## src/rtl/game_flow_ctrl_if.sv

```systemverilog
// Game sequencer bus: mouse, frame and point inputs plus the flow/score outputs.
// Latency: none, wires only.
// Backpressure: none; every signal is a level or a single-cycle pulse.
interface game_flow_ctrl_if;
    logic        left;
    logic [11:0] xpos;
    logic [11:0] ypos;
    logic        frame_tick;
    logic        point_p1;
    logic        point_p2;
    logic        enable_menu;
    logic        enable_game;
    logic        mousecontrol;
    logic        flag_point;
    logic        endgame;
    logic        winner;
    logic        serve_side;
    logic [3:0]  score_p1;
    logic [3:0]  score_p2;

    // Driver side: mouse/ball logic feeding the sequencer, reading its outputs.
    modport master (
        output left, xpos, ypos, frame_tick, point_p1, point_p2,
        input  enable_menu, enable_game, mousecontrol, flag_point, endgame,
        input  winner, serve_side, score_p1, score_p2
    );

    // Sequencer side.
    modport slave (
        input  left, xpos, ypos, frame_tick, point_p1, point_p2,
        output enable_menu, enable_game, mousecontrol, flag_point, endgame,
        output winner, serve_side, score_p1, score_p2
    );
endinterface

```

## src/rtl/game_flow_ctrl.sv

```systemverilog
// Game sequencer: menu / play / point-pause / game-over flow, start-button click, scoring.
// Latency: every output is registered and reflects an input one clock edge later.
// Backpressure: none; clicks are edge-detected, point pulses outside PLAY are dropped.
module game_flow_ctrl #(
    parameter int unsigned BTN_X        = 340,
    parameter int unsigned BTN_Y        = 330,
    parameter int unsigned BTN_W        = 390,
    parameter int unsigned BTN_H        = 50,
    parameter int unsigned WIN_SCORE    = 15,
    parameter int unsigned PAUSE_FRAMES = 60,
    parameter int unsigned OVER_FRAMES  = 180
) (
    input  logic           clk,
    input  logic           rst,
    game_flow_ctrl_if.slave bus
);

    typedef enum logic [1:0] {
        ST_MENU  = 2'd0,
        ST_PLAY  = 2'd1,
        ST_PAUSE = 2'd2,
        ST_OVER  = 2'd3
    } state_t;

    // Button bounds widened by one bit so BTN_X+BTN_W cannot wrap against 12-bit coordinates.
    localparam logic [12:0] X_LO      = 13'(BTN_X);
    localparam logic [12:0] X_HI      = 13'(BTN_X + BTN_W);
    localparam logic [12:0] Y_LO      = 13'(BTN_Y);
    localparam logic [12:0] Y_HI      = 13'(BTN_Y + BTN_H);
    localparam logic [8:0]  PAUSE_LIM = 9'(PAUSE_FRAMES);
    localparam logic [8:0]  OVER_LIM  = 9'(OVER_FRAMES);
    localparam logic [3:0]  WIN_LIM   = 4'(WIN_SCORE);

    state_t      state_q, state_d;
    logic        left_prev_q, left_prev_d;
    logic [7:0]  cnt_q, cnt_d;
    logic [3:0]  score_p1_q, score_p1_d;
    logic [3:0]  score_p2_q, score_p2_d;
    logic        serve_q, serve_d;
    logic        winner_q, winner_d;
    logic        enable_menu_q, enable_menu_d;
    logic        enable_game_q, enable_game_d;
    logic        mousecontrol_q, mousecontrol_d;
    logic        flag_point_q, flag_point_d;
    logic        endgame_q, endgame_d;

    logic        click;
    logic        in_btn;
    logic [8:0]  cnt_inc;
    logic [3:0]  p1_inc;
    logic [3:0]  p2_inc;

    assign click   = bus.left & ~left_prev_q;
    assign in_btn  = ({1'b0, bus.xpos} >= X_LO) && ({1'b0, bus.xpos} <= X_HI) &&
                     ({1'b0, bus.ypos} >= Y_LO) && ({1'b0, bus.ypos} <= Y_HI);
    // The frame_tick being handled now is the (cnt_q+1)-th one in the current state.
    assign cnt_inc = {1'b0, cnt_q} + 9'd1;
    assign p1_inc  = (score_p1_q == 4'hF) ? 4'hF : score_p1_q + 4'd1;
    assign p2_inc  = (score_p2_q == 4'hF) ? 4'hF : score_p2_q + 4'd1;

    // State, datapath and output registers with synchronous reset.
    always_ff @(posedge clk) begin
        if (rst) begin
            state_q        <= ST_MENU;
            left_prev_q    <= 1'b0;
            cnt_q          <= 8'd0;
            score_p1_q     <= 4'd0;
            score_p2_q     <= 4'd0;
            serve_q        <= 1'b0;
            winner_q       <= 1'b0;
            enable_menu_q  <= 1'b1;
            enable_game_q  <= 1'b0;
            mousecontrol_q <= 1'b0;
            flag_point_q   <= 1'b0;
            endgame_q      <= 1'b0;
        end else begin
            state_q        <= state_d;
            left_prev_q    <= left_prev_d;
            cnt_q          <= cnt_d;
            score_p1_q     <= score_p1_d;
            score_p2_q     <= score_p2_d;
            serve_q        <= serve_d;
            winner_q       <= winner_d;
            enable_menu_q  <= enable_menu_d;
            enable_game_q  <= enable_game_d;
            mousecontrol_q <= mousecontrol_d;
            flag_point_q   <= flag_point_d;
            endgame_q      <= endgame_d;
        end
    end

    // Next-state logic: flow transitions, scoring, frame counting.
    always_comb begin
        state_d     = state_q;
        left_prev_d = bus.left;
        cnt_d       = cnt_q;
        score_p1_d  = score_p1_q;
        score_p2_d  = score_p2_q;
        serve_d     = serve_q;
        winner_d    = winner_q;
        case (state_q)
            ST_MENU: begin
                // Last match's scores stay on screen until a new match actually starts.
                if (click && in_btn) begin
                    state_d    = ST_PLAY;
                    score_p1_d = 4'd0;
                    score_p2_d = 4'd0;
                    serve_d    = 1'b0;
                    winner_d   = 1'b0;
                end
            end
            ST_PLAY: begin
                // Player 1 takes priority when both point pulses land together.
                if (bus.point_p1) begin
                    score_p1_d = p1_inc;
                    serve_d    = 1'b0;
                    cnt_d      = 8'd0;
                    if (p1_inc == WIN_LIM) begin
                        state_d  = ST_OVER;
                        winner_d = 1'b0;
                    end else begin
                        state_d = ST_PAUSE;
                    end
                end else if (bus.point_p2) begin
                    score_p2_d = p2_inc;
                    serve_d    = 1'b1;
                    cnt_d      = 8'd0;
                    if (p2_inc == WIN_LIM) begin
                        state_d  = ST_OVER;
                        winner_d = 1'b1;
                    end else begin
                        state_d = ST_PAUSE;
                    end
                end
            end
            ST_PAUSE: begin
                if (bus.frame_tick) begin
                    if (cnt_inc >= PAUSE_LIM) begin
                        state_d = ST_PLAY;
                    end else begin
                        cnt_d = cnt_inc[7:0];
                    end
                end
            end
            ST_OVER: begin
                if (click || (bus.frame_tick && (cnt_inc >= OVER_LIM))) begin
                    state_d = ST_MENU;
                end else if (bus.frame_tick) begin
                    cnt_d = cnt_inc[7:0];
                end
            end
            default: begin
                state_d = ST_MENU;
            end
        endcase
    end

    // Output decode from the next state so the flags land in their flops with the state.
    always_comb begin
        enable_menu_d  = 1'b0;
        enable_game_d  = 1'b0;
        mousecontrol_d = 1'b0;
        flag_point_d   = 1'b0;
        endgame_d      = 1'b0;
        case (state_d)
            ST_MENU: begin
                enable_menu_d = 1'b1;
            end
            ST_PLAY: begin
                enable_game_d  = 1'b1;
                mousecontrol_d = 1'b1;
            end
            ST_PAUSE: begin
                mousecontrol_d = 1'b1;
                flag_point_d   = 1'b1;
            end
            ST_OVER: begin
                enable_menu_d = 1'b1;
                endgame_d     = 1'b1;
            end
            default: begin
                enable_menu_d = 1'b1;
            end
        endcase
    end

    assign bus.enable_menu  = enable_menu_q;
    assign bus.enable_game  = enable_game_q;
    assign bus.mousecontrol = mousecontrol_q;
    assign bus.flag_point   = flag_point_q;
    assign bus.endgame      = endgame_q;
    assign bus.winner       = winner_q;
    assign bus.serve_side   = serve_q;
    assign bus.score_p1     = score_p1_q;
    assign bus.score_p2     = score_p2_q;

endmodule
```

## src/flat_wrapper.sv

```systemverilog
// flat-port wrapper written by rule: the top's interface ports become plain ports
module game_flow_ctrl_flat 
#(
    parameter int unsigned BTN_X        = 340,
    parameter int unsigned BTN_Y        = 330,
    parameter int unsigned BTN_W        = 390,
    parameter int unsigned BTN_H        = 50,
    parameter int unsigned WIN_SCORE    = 15,
    parameter int unsigned PAUSE_FRAMES = 60,
    parameter int unsigned OVER_FRAMES  = 180
)
  (clk, rst, bus_left, bus_xpos, bus_ypos, bus_frame_tick, bus_point_p1, bus_point_p2, bus_enable_menu, bus_enable_game, bus_mousecontrol, bus_flag_point, bus_endgame, bus_winner, bus_serve_side, bus_score_p1, bus_score_p2);
  game_flow_ctrl_if bus_i ();
  input  logic clk;
  input  logic rst;
  input wire logic [$bits(bus_i.left)-1:0] bus_left;
  input wire logic [$bits(bus_i.xpos)-1:0] bus_xpos;
  input wire logic [$bits(bus_i.ypos)-1:0] bus_ypos;
  input wire logic [$bits(bus_i.frame_tick)-1:0] bus_frame_tick;
  input wire logic [$bits(bus_i.point_p1)-1:0] bus_point_p1;
  input wire logic [$bits(bus_i.point_p2)-1:0] bus_point_p2;
  output wire logic [$bits(bus_i.enable_menu)-1:0] bus_enable_menu;
  output wire logic [$bits(bus_i.enable_game)-1:0] bus_enable_game;
  output wire logic [$bits(bus_i.mousecontrol)-1:0] bus_mousecontrol;
  output wire logic [$bits(bus_i.flag_point)-1:0] bus_flag_point;
  output wire logic [$bits(bus_i.endgame)-1:0] bus_endgame;
  output wire logic [$bits(bus_i.winner)-1:0] bus_winner;
  output wire logic [$bits(bus_i.serve_side)-1:0] bus_serve_side;
  output wire logic [$bits(bus_i.score_p1)-1:0] bus_score_p1;
  output wire logic [$bits(bus_i.score_p2)-1:0] bus_score_p2;
  assign bus_i.left = bus_left;
  assign bus_i.xpos = bus_xpos;
  assign bus_i.ypos = bus_ypos;
  assign bus_i.frame_tick = bus_frame_tick;
  assign bus_i.point_p1 = bus_point_p1;
  assign bus_i.point_p2 = bus_point_p2;
  assign bus_enable_menu = bus_i.enable_menu;
  assign bus_enable_game = bus_i.enable_game;
  assign bus_mousecontrol = bus_i.mousecontrol;
  assign bus_flag_point = bus_i.flag_point;
  assign bus_endgame = bus_i.endgame;
  assign bus_winner = bus_i.winner;
  assign bus_serve_side = bus_i.serve_side;
  assign bus_score_p1 = bus_i.score_p1;
  assign bus_score_p2 = bus_i.score_p2;
  game_flow_ctrl #(.BTN_X(BTN_X), .BTN_Y(BTN_Y), .BTN_W(BTN_W), .BTN_H(BTN_H), .WIN_SCORE(WIN_SCORE), .PAUSE_FRAMES(PAUSE_FRAMES), .OVER_FRAMES(OVER_FRAMES)) u_core (.clk(clk), .rst(rst), .bus(bus_i));
endmodule
```

## config.mk

```make
export PLATFORM = sky130hd
export DESIGN_NAME = game_flow_ctrl_flat
export DESIGN_NICKNAME = d
export VERILOG_FILES = /design/src/rtl/game_flow_ctrl_if.sv /design/src/rtl/game_flow_ctrl.sv /design/src/flat_wrapper.sv
export SDC_FILE = /design/constraint.sdc
export NUM_CORES = 1
export LEC_CHECK = 0
export ABC_AREA = 0
export ABC_CLOCK_PERIOD_IN_PS = 4390
export CORE_MARGIN = 5
export CORE_UTILIZATION = 28
export DETAILED_ROUTE_END_ITERATION = 10
export PLACE_DENSITY = 0.55
export SLEW_MARGIN = 20
export SYNTH_ARGS = -nofsm -noshare
export SYNTH_HDL_FRONTEND = slang
export SYNTH_SLANG_ARGS = --single-unit
```

## constraint.sdc

```tcl
create_clock -name clk -period 4.39 [get_ports clk]
set_input_delay 0.878 -clock clk [delete_from_list [all_inputs] [get_ports clk]]
set_output_delay 0.878 -clock clk [all_outputs]
set_load 0.02 [all_outputs]
```

==> results of run 1 <==
==> stage by stage <==
step / util / hold slack (ns)
after floorplan: - / 0.561
after global placement: 0.357 / 0.485
after detailed placement: 0.357 / 0.470
after CTS: 0.368 / 0.508
after global routing: 0.368 / 0.518
final: 0.368 / 0.501
==> critical path: stages <==
cell and delay (ns):
clkdlybuf4s50_1 0.65, nand3_1 0.19, a31oi_1 0.05, o22a_1 0.22, or3_1 0.38, and4bb_1 0.26, o22a_1 0.21, ha_1 0.28
or2_2 0.30
==> metal layers <==
metal	share of wire	up-vias	track usage
met5	0	-	0
met4	0.016	0	0.0501
met3	0.065	7	0.0241
met2	0.45	56	0.193
met1	0.47	939	0.163
li1	-	994	-
==> final timing paths <==
path | startpoint | to | slack (ns) | depth (start not counted)
min | u_core.bus.winner$_SDFFE_PP0P_ | u_core.bus.winner$_SDFFE_PP0P_ | 0.50 | 1
max | bus_frame_tick | u_core.bus.enable_menu$_SDFF_PP1_ | 1.13 | 9
min reg2reg | u_core.bus.winner$_SDFFE_PP0P_ | u_core.bus.winner$_SDFFE_PP0P_ | 0.50 | 1
max reg2reg | u_core.cnt_q[0]$_SDFFE_PP0P_ | u_core.bus.enable_menu$_SDFF_PP1_ | 1.22 | 9
==> logic make-up (layout without fill, tap and decap cells) <==
| family | after synthesis | after routing |
|---|---|---|
| AOI/OAI and AO/OA | 83 | 83 |
| xor gates and xnor gates | 1 | 1 |
| adders and majority gates | 12 | 12 |
| buffers and inverters | 23 | 58 |
| DFF | 26 | 26 |
| muxes | 1 | 1 |
| and+or+nand+nor | 90 | 90 |
==> power by group through the flow <==
stage	Sequential [W]	Clock, W	Combinational (W)
after floorplan	0.000281	0	0.000165
after global placement	0.000267	0	0.000273
after detailed placement	0.000266	0	0.000274
after CTS	0.000260	0.000216	0.000276
after global routing	0.000264	0.000228	0.000306
final	0.000260	0.000210	0.000275
==> cell usage after synthesis (all sizes together), types with 2 or more instances <==
library cell  number  share of area
a211o              2         0.0090
a21oi             17          0.044
a31o               2         0.0090
a31oi              8          0.026
a32o               9          0.046
and2               3          0.012
and3               4          0.013
buf                5          0.026
clkbuf             8          0.015
dfxtp             26           0.27
ha                11          0.071
inv               10          0.019
nand2             17          0.033
nand2b             6          0.019
nand3             11          0.028
nand3b             3          0.012
nand4              6          0.019
nor2              11          0.021
nor2b              7          0.023
nor3               4          0.010
nor3b              2         0.0077
nor4               4          0.021
nor4b              3          0.014
o2111ai            2         0.0090
o211ai             2         0.0077
o21a               2         0.0077
o21ai              9          0.023
o221ai             2         0.0090
o22a               2         0.0090
o31a               2         0.0090
o31ai              5          0.022
o32ai              2         0.0090
or2                2         0.0064
or3                2         0.0064
or4                2         0.0077
==> state kept, by name, indices dropped and copies added, names as in the netlist, 2 cells and up <==
name,cells
u_core.bus.score_p1,4
u_core.bus.score_p2,4
u_core.cnt_q,8
u_core.state_q,2
==> area by class of cell <==
cell class	instances	area [um^2]	share of cell area
inverter	10	37.5	0.0150
clock inverter	1	30.0	0.0120
timing repair buffer	44	440	0.176
sequential	26	520	0.208
tap	96	120	0.0481
clock buffer	3	41.3	0.0165
multi-input combinational	187	1310	0.524
==> out/summary.txt, run 1 <==
Status -> complete, no violations
Net Sw Power -> 0.000251 W
Latest clock arrival within the worst-skew pair -> 0.28 ns
Seq cells post-synth -> 26
Comb power frac -> 0.369
Post-DP Area -> 2430 um^2
Crit. End Element -> register
Antenna diodes -> 0
Max cap viols -> 0
CTS tree -> built
Skew final -> 0.00481 ns
Final Max Tran Viols -> 0
Clock period minus worst slack -> 3.26 ns
Critical Path AT -> 3.43 ns
Total number of vias -> 1,996
Clock sinks -> 26
Startpoint type of the worst setup path -> input pin
Initial antenna violation count -> 0
Pin count of the biggest net entering global routing -> 22
Wire per inst -> 14.3 um
Grt total ovfl -> 0
Die W -> 93.4 um
Commonest non-fill, non-tap cell in the layout -> clkdlybuf4s50_1
PortBufs -> 44
Vias in the first global route -> 1,982
Tcrit/Tclk final -> 0.742
Final WL -> 5240 um
Largest fanout on the critical path -> 15
Total power -> 0.000745 W
Final setup fails -> 0
Largest family of logic cells by synthesized area -> compound AO/OA/AOI/OAI gates
H-tree Lvls -> 1
DIE AREA -> 8720 um^2
Most used DFF post-synth -> dfxtp_1
Core box area -> 6790 um^2
Post-synth EDFFs -> 0
Hold_buf cts -> 0
Final instance area -> 2500 um^2
Leak -> 0.848 nW
Initial core utilization -> 0.286
CTS root buf -> clkbuf_8
Ports -> 45
Fill count -> 701
Gpl congestion -> 0.820
Crit Path Class -> input pin to register
Num CTS Buffers -> 3
Total global-route track usage -> 0.123
Peak Freq -> 307 MHz
Final Non-Filler Cells -> 367
Post-Synth Adder-Cell Area -> 0.0759
Post-Synth XOR/XNOR Area -> 0.00450
First-pass GRT wire length -> 8880 um
Unrepaired setup endpoints after global routing -> no
Clk buf depth -> 2
Row cnt -> 30
Post-DP HPWL -> 3920 um
Cts repair resizes -> 0
Mux contribution to synthesized area -> 0.00579
Dpl ws -> 0.875 ns
Final Net Count -> 313
Syn_area_per_cell -> 8.24 um^2
Count of unique library cells instantiated by Yosys -> 63
Clock Pin Slew Worst Setup and Hold Paths -> 0.10 ns
Post-synthesis sequential area ratio -> 0.268
Die H -> 93.4 um
Int Power -> 0.000494 W
Router iterations before antenna repair -> 4
Async SR Flop Fraction -> 0
Net count after synthesis -> 277
Via density -> 5.44
VDD IR-drop max -> 0.143 mV
Iteration-0 DRC Markers -> 152
Synth Area in Compound Gates -> 0.317
Hold crit path type -> register to register
Hold Vio Cnt, Final -> 0
Seq pwr share -> 0.349
Mapped Cells -> 236
CP required -> 4.56 ns
Simple-gate area share of the yosys netlist -> 0.269
Pwr dens -> 298 nW/um^2
Sum of negative setup slack -> 0 ns
Number of routed nets with antenna violations -> 0
Cell Area, Synth -> 1950 um^2
DRC -> 0
Layout cell share with drive strength beyond 1 -> 0.0554
Postcts setup bufs -> 0
Worst Tran Pin Value -> 0.838 ns
PnR worst setup slack -> 1.13 ns
Switch share -> 0.336
Max-Slew Margin vs Limit -> 0.440
Layout Area Growth over Synthesis -> 28.4%
Dpl cells -> 363
Most frequent cells in the layout -> clkdlybuf4s50_1 (44), dfxtp_1 (26), nand2_1 (17), a21oi_1 (17)
Clock network fraction of design power -> 0.282
Ys Warns -> 0
(Power assumes the default switching activity.)
==> run 2: changes to the inputs <==
- ABC_CLOCK_PERIOD_IN_PS: 4390 -> 3400
- clock period: 4.39 -> 3.4 ns (I/O delays scaled with it)
==> run 2 against run 1 <==
Count of clock-buffer cells in the layout did not move. Global-route usage fell by 0.40 points. Register-to-register slack got worse by 0.78 ns. Worst setup slack got worse by 0.69 ns. Combinational power rose by 34%. Non-clock buffer count rose by 9. Core utilization rose by 0.99 points. Hold slack got worse by 0.0064 ns. Power rose by 30%. Cell count rose by 2.5%. Cell area rose by 2.7%. Via count fell by 0.50%. Highest routed layer unchanged.
==> out/summary.txt, run 2 (same netlist as run 1, synthesis figures left out) <==
Die H -> 93.4 um
Max FFs per register -> 8
Dpl cells -> 372
Gpl congestion -> 0.838
Tcrit/Tclk final -> 0.872
Hold Vio Cnt, Final -> 0
Vias in the first global route -> 1,841
Largest Register -> u_core.cnt_q
Post-DP HPWL -> 4000 um
Grt total ovfl -> 0
Most frequent cells in the layout -> clkdlybuf4s50_1 (44), dfxtp_1 (26), nand2_1 (17), a21oi_1 (17)
Total global-route track usage -> 0.118
Hold crit path type -> register to register
GR met1 Demand/Resource -> 0.163
DRC -> 0
Ports -> 45
Clock period minus worst slack -> 2.96 ns
Hold slack -> 0.495 ns
Critical Path AT -> 3.13 ns
Startpoint type of the worst setup path -> register
Initial antenna violation count -> 0
Dpl ws -> 0.274 ns
Worst path slowest cell -> dfxtp_1
VDD IR-drop max -> 0.199 mV
Final Max Tran Viols -> 0
Wire per inst -> 13.8 um
Skew final -> 0.00595 ns
CTS root buf -> clkbuf_8
Iteration-0 DRC Markers -> 212
Core box area -> 6790 um^2
Crit Path Class -> register to register
Postcts setup bufs -> 0
Max-Slew Margin vs Limit -> 0.657
Commonest non-fill, non-tap cell in the layout -> clkdlybuf4s50_1
Peak Freq -> 337 MHz
Total number of vias -> 1,986
Met3 Use GR -> 0.0257
Cts repair resizes -> 0
Layout Area Growth over Synthesis -> 31.8%
Row cnt -> 30
PortBufs -> 44
Die W -> 93.4 um
H-tree Lvls -> 1
Antenna diodes -> 0
Max incr delay on CP -> 0.49 ns
Largest fanout on the critical path -> 8
Final setup fails -> 0
First-pass GRT wire length -> 8600 um
Top Usage Layer GRT -> met2
Pin count of the biggest net entering global routing -> 16
Met2 Use GR -> 0.180
Router iterations before antenna repair -> 4
Via density -> 5.28
Crit. End Element -> register
Number of routed nets with antenna violations -> 0
CP required -> 3.57 ns
Clock sinks -> 26
Worst Tran Pin Value -> 0.502 ns
Clk buf depth -> 2
Clock Pin Slew Worst Setup and Hold Paths -> 0.10 ns
Cell chain of the critical path -> ha_1, buf_4, a21oi_1, o21ai_0, a21oi_1, or3_1, and4bb_1, o22a_1, ha_1, or2_2
Layout cell share with drive strength beyond 1 -> 0.0857
Leak -> 0.892 nW
CTS tree -> built
DIE AREA -> 8720 um^2
Hold_buf cts -> 0
Pwr dens -> 379 nW/um^2
Status -> complete, no violations
Latest clock arrival within the worst-skew pair -> 0.28 ns
PnR worst setup slack -> 0.436 ns
Max cap viols -> 0
Initial core utilization -> 0.286
Final Net Count -> 322
Final WL -> 5190 um
Unrepaired setup endpoints after global routing -> no
Num CTS Buffers -> 3
Sum of negative setup slack -> 0 ns
Final Non-Filler Cells -> 376
-- run 2: final timing paths --
| path | to | slack (ns) | cells after the start | startpoint |
|---|---|---|---|---|
| worst max-delay path | u_core.bus.enable_menu$_SDFF_PP1_ | 0.44 | 10 | u_core.cnt_q[1]$_SDFFE_PP0P_ |
| worst min-delay path | u_core.bus.serve_side$_SDFFE_PP0P_ | 0.49 | 1 | u_core.bus.serve_side$_SDFFE_PP0P_ |
| worst max register to register | u_core.bus.enable_menu$_SDFF_PP1_ | 0.44 | 10 | u_core.cnt_q[1]$_SDFFE_PP0P_ |
| worst min register to register | u_core.bus.serve_side$_SDFFE_PP0P_ | 0.49 | 1 | u_core.bus.serve_side$_SDFFE_PP0P_ |
-- run 2: metal layers --
metal,wire length (um),up-vias
met1,2420,900
met5,0,-
met2,2300,66
li1,-,1010
met4,110,0
met3,362,10
-- run 2: area by class of cell --
type                       count  area [um^2]
timing repair buffer          53          508
tap                           96          120
clock inverter                 1         30.0
sequential                    26          520
fill                         690         4230
clock buffer                   3         41.3
inverter                      10         37.5
multi-input combinational    187         1310
-- run 2: critical path: cells and delay by family (launching register included) --
family	cells	cell delay, ns
AO/OA/AOI/OAI	4	0.56
adder cells (fa/ha/maj)	2	0.62
buffers and inverters	1	0.19
flip-flops	1	0.49
AND/OR/NAND/NOR	3	0.99
-- run 2: power by group --
part / total [W] / leakage [nW] / internal (W) / switching (W)
Clock: 0.000266 / 0.0357 / 0.000158 / 0.000108
Combinational: 0.000369 / 0.646 / 0.000168 / 0.000201
Sequential: 0.000337 / 0.210 / 0.000327 / 0.0000103
-- run 2: stage by stage --
step | cell area [um^2] | utilization | power (W)
6_report | 2560 | 0.378 | 0.000972
5_1_grt | 2560 | 0.378 | 0.00103
4_1_cts | 2560 | 0.378 | 0.000981
3_5_place_dp | 2490 | 0.367 | 0.000713
3_3_place_gp | 2490 | 0.367 | 0.000716
2_1_floorplan | 1950 | - | 0.000577
==> run 3: changes to the inputs <==
- SLEW_MARGIN: 20 -> default
==> results of run 3 <==
Final layout, timing and power as in run 2 (identical DEF).
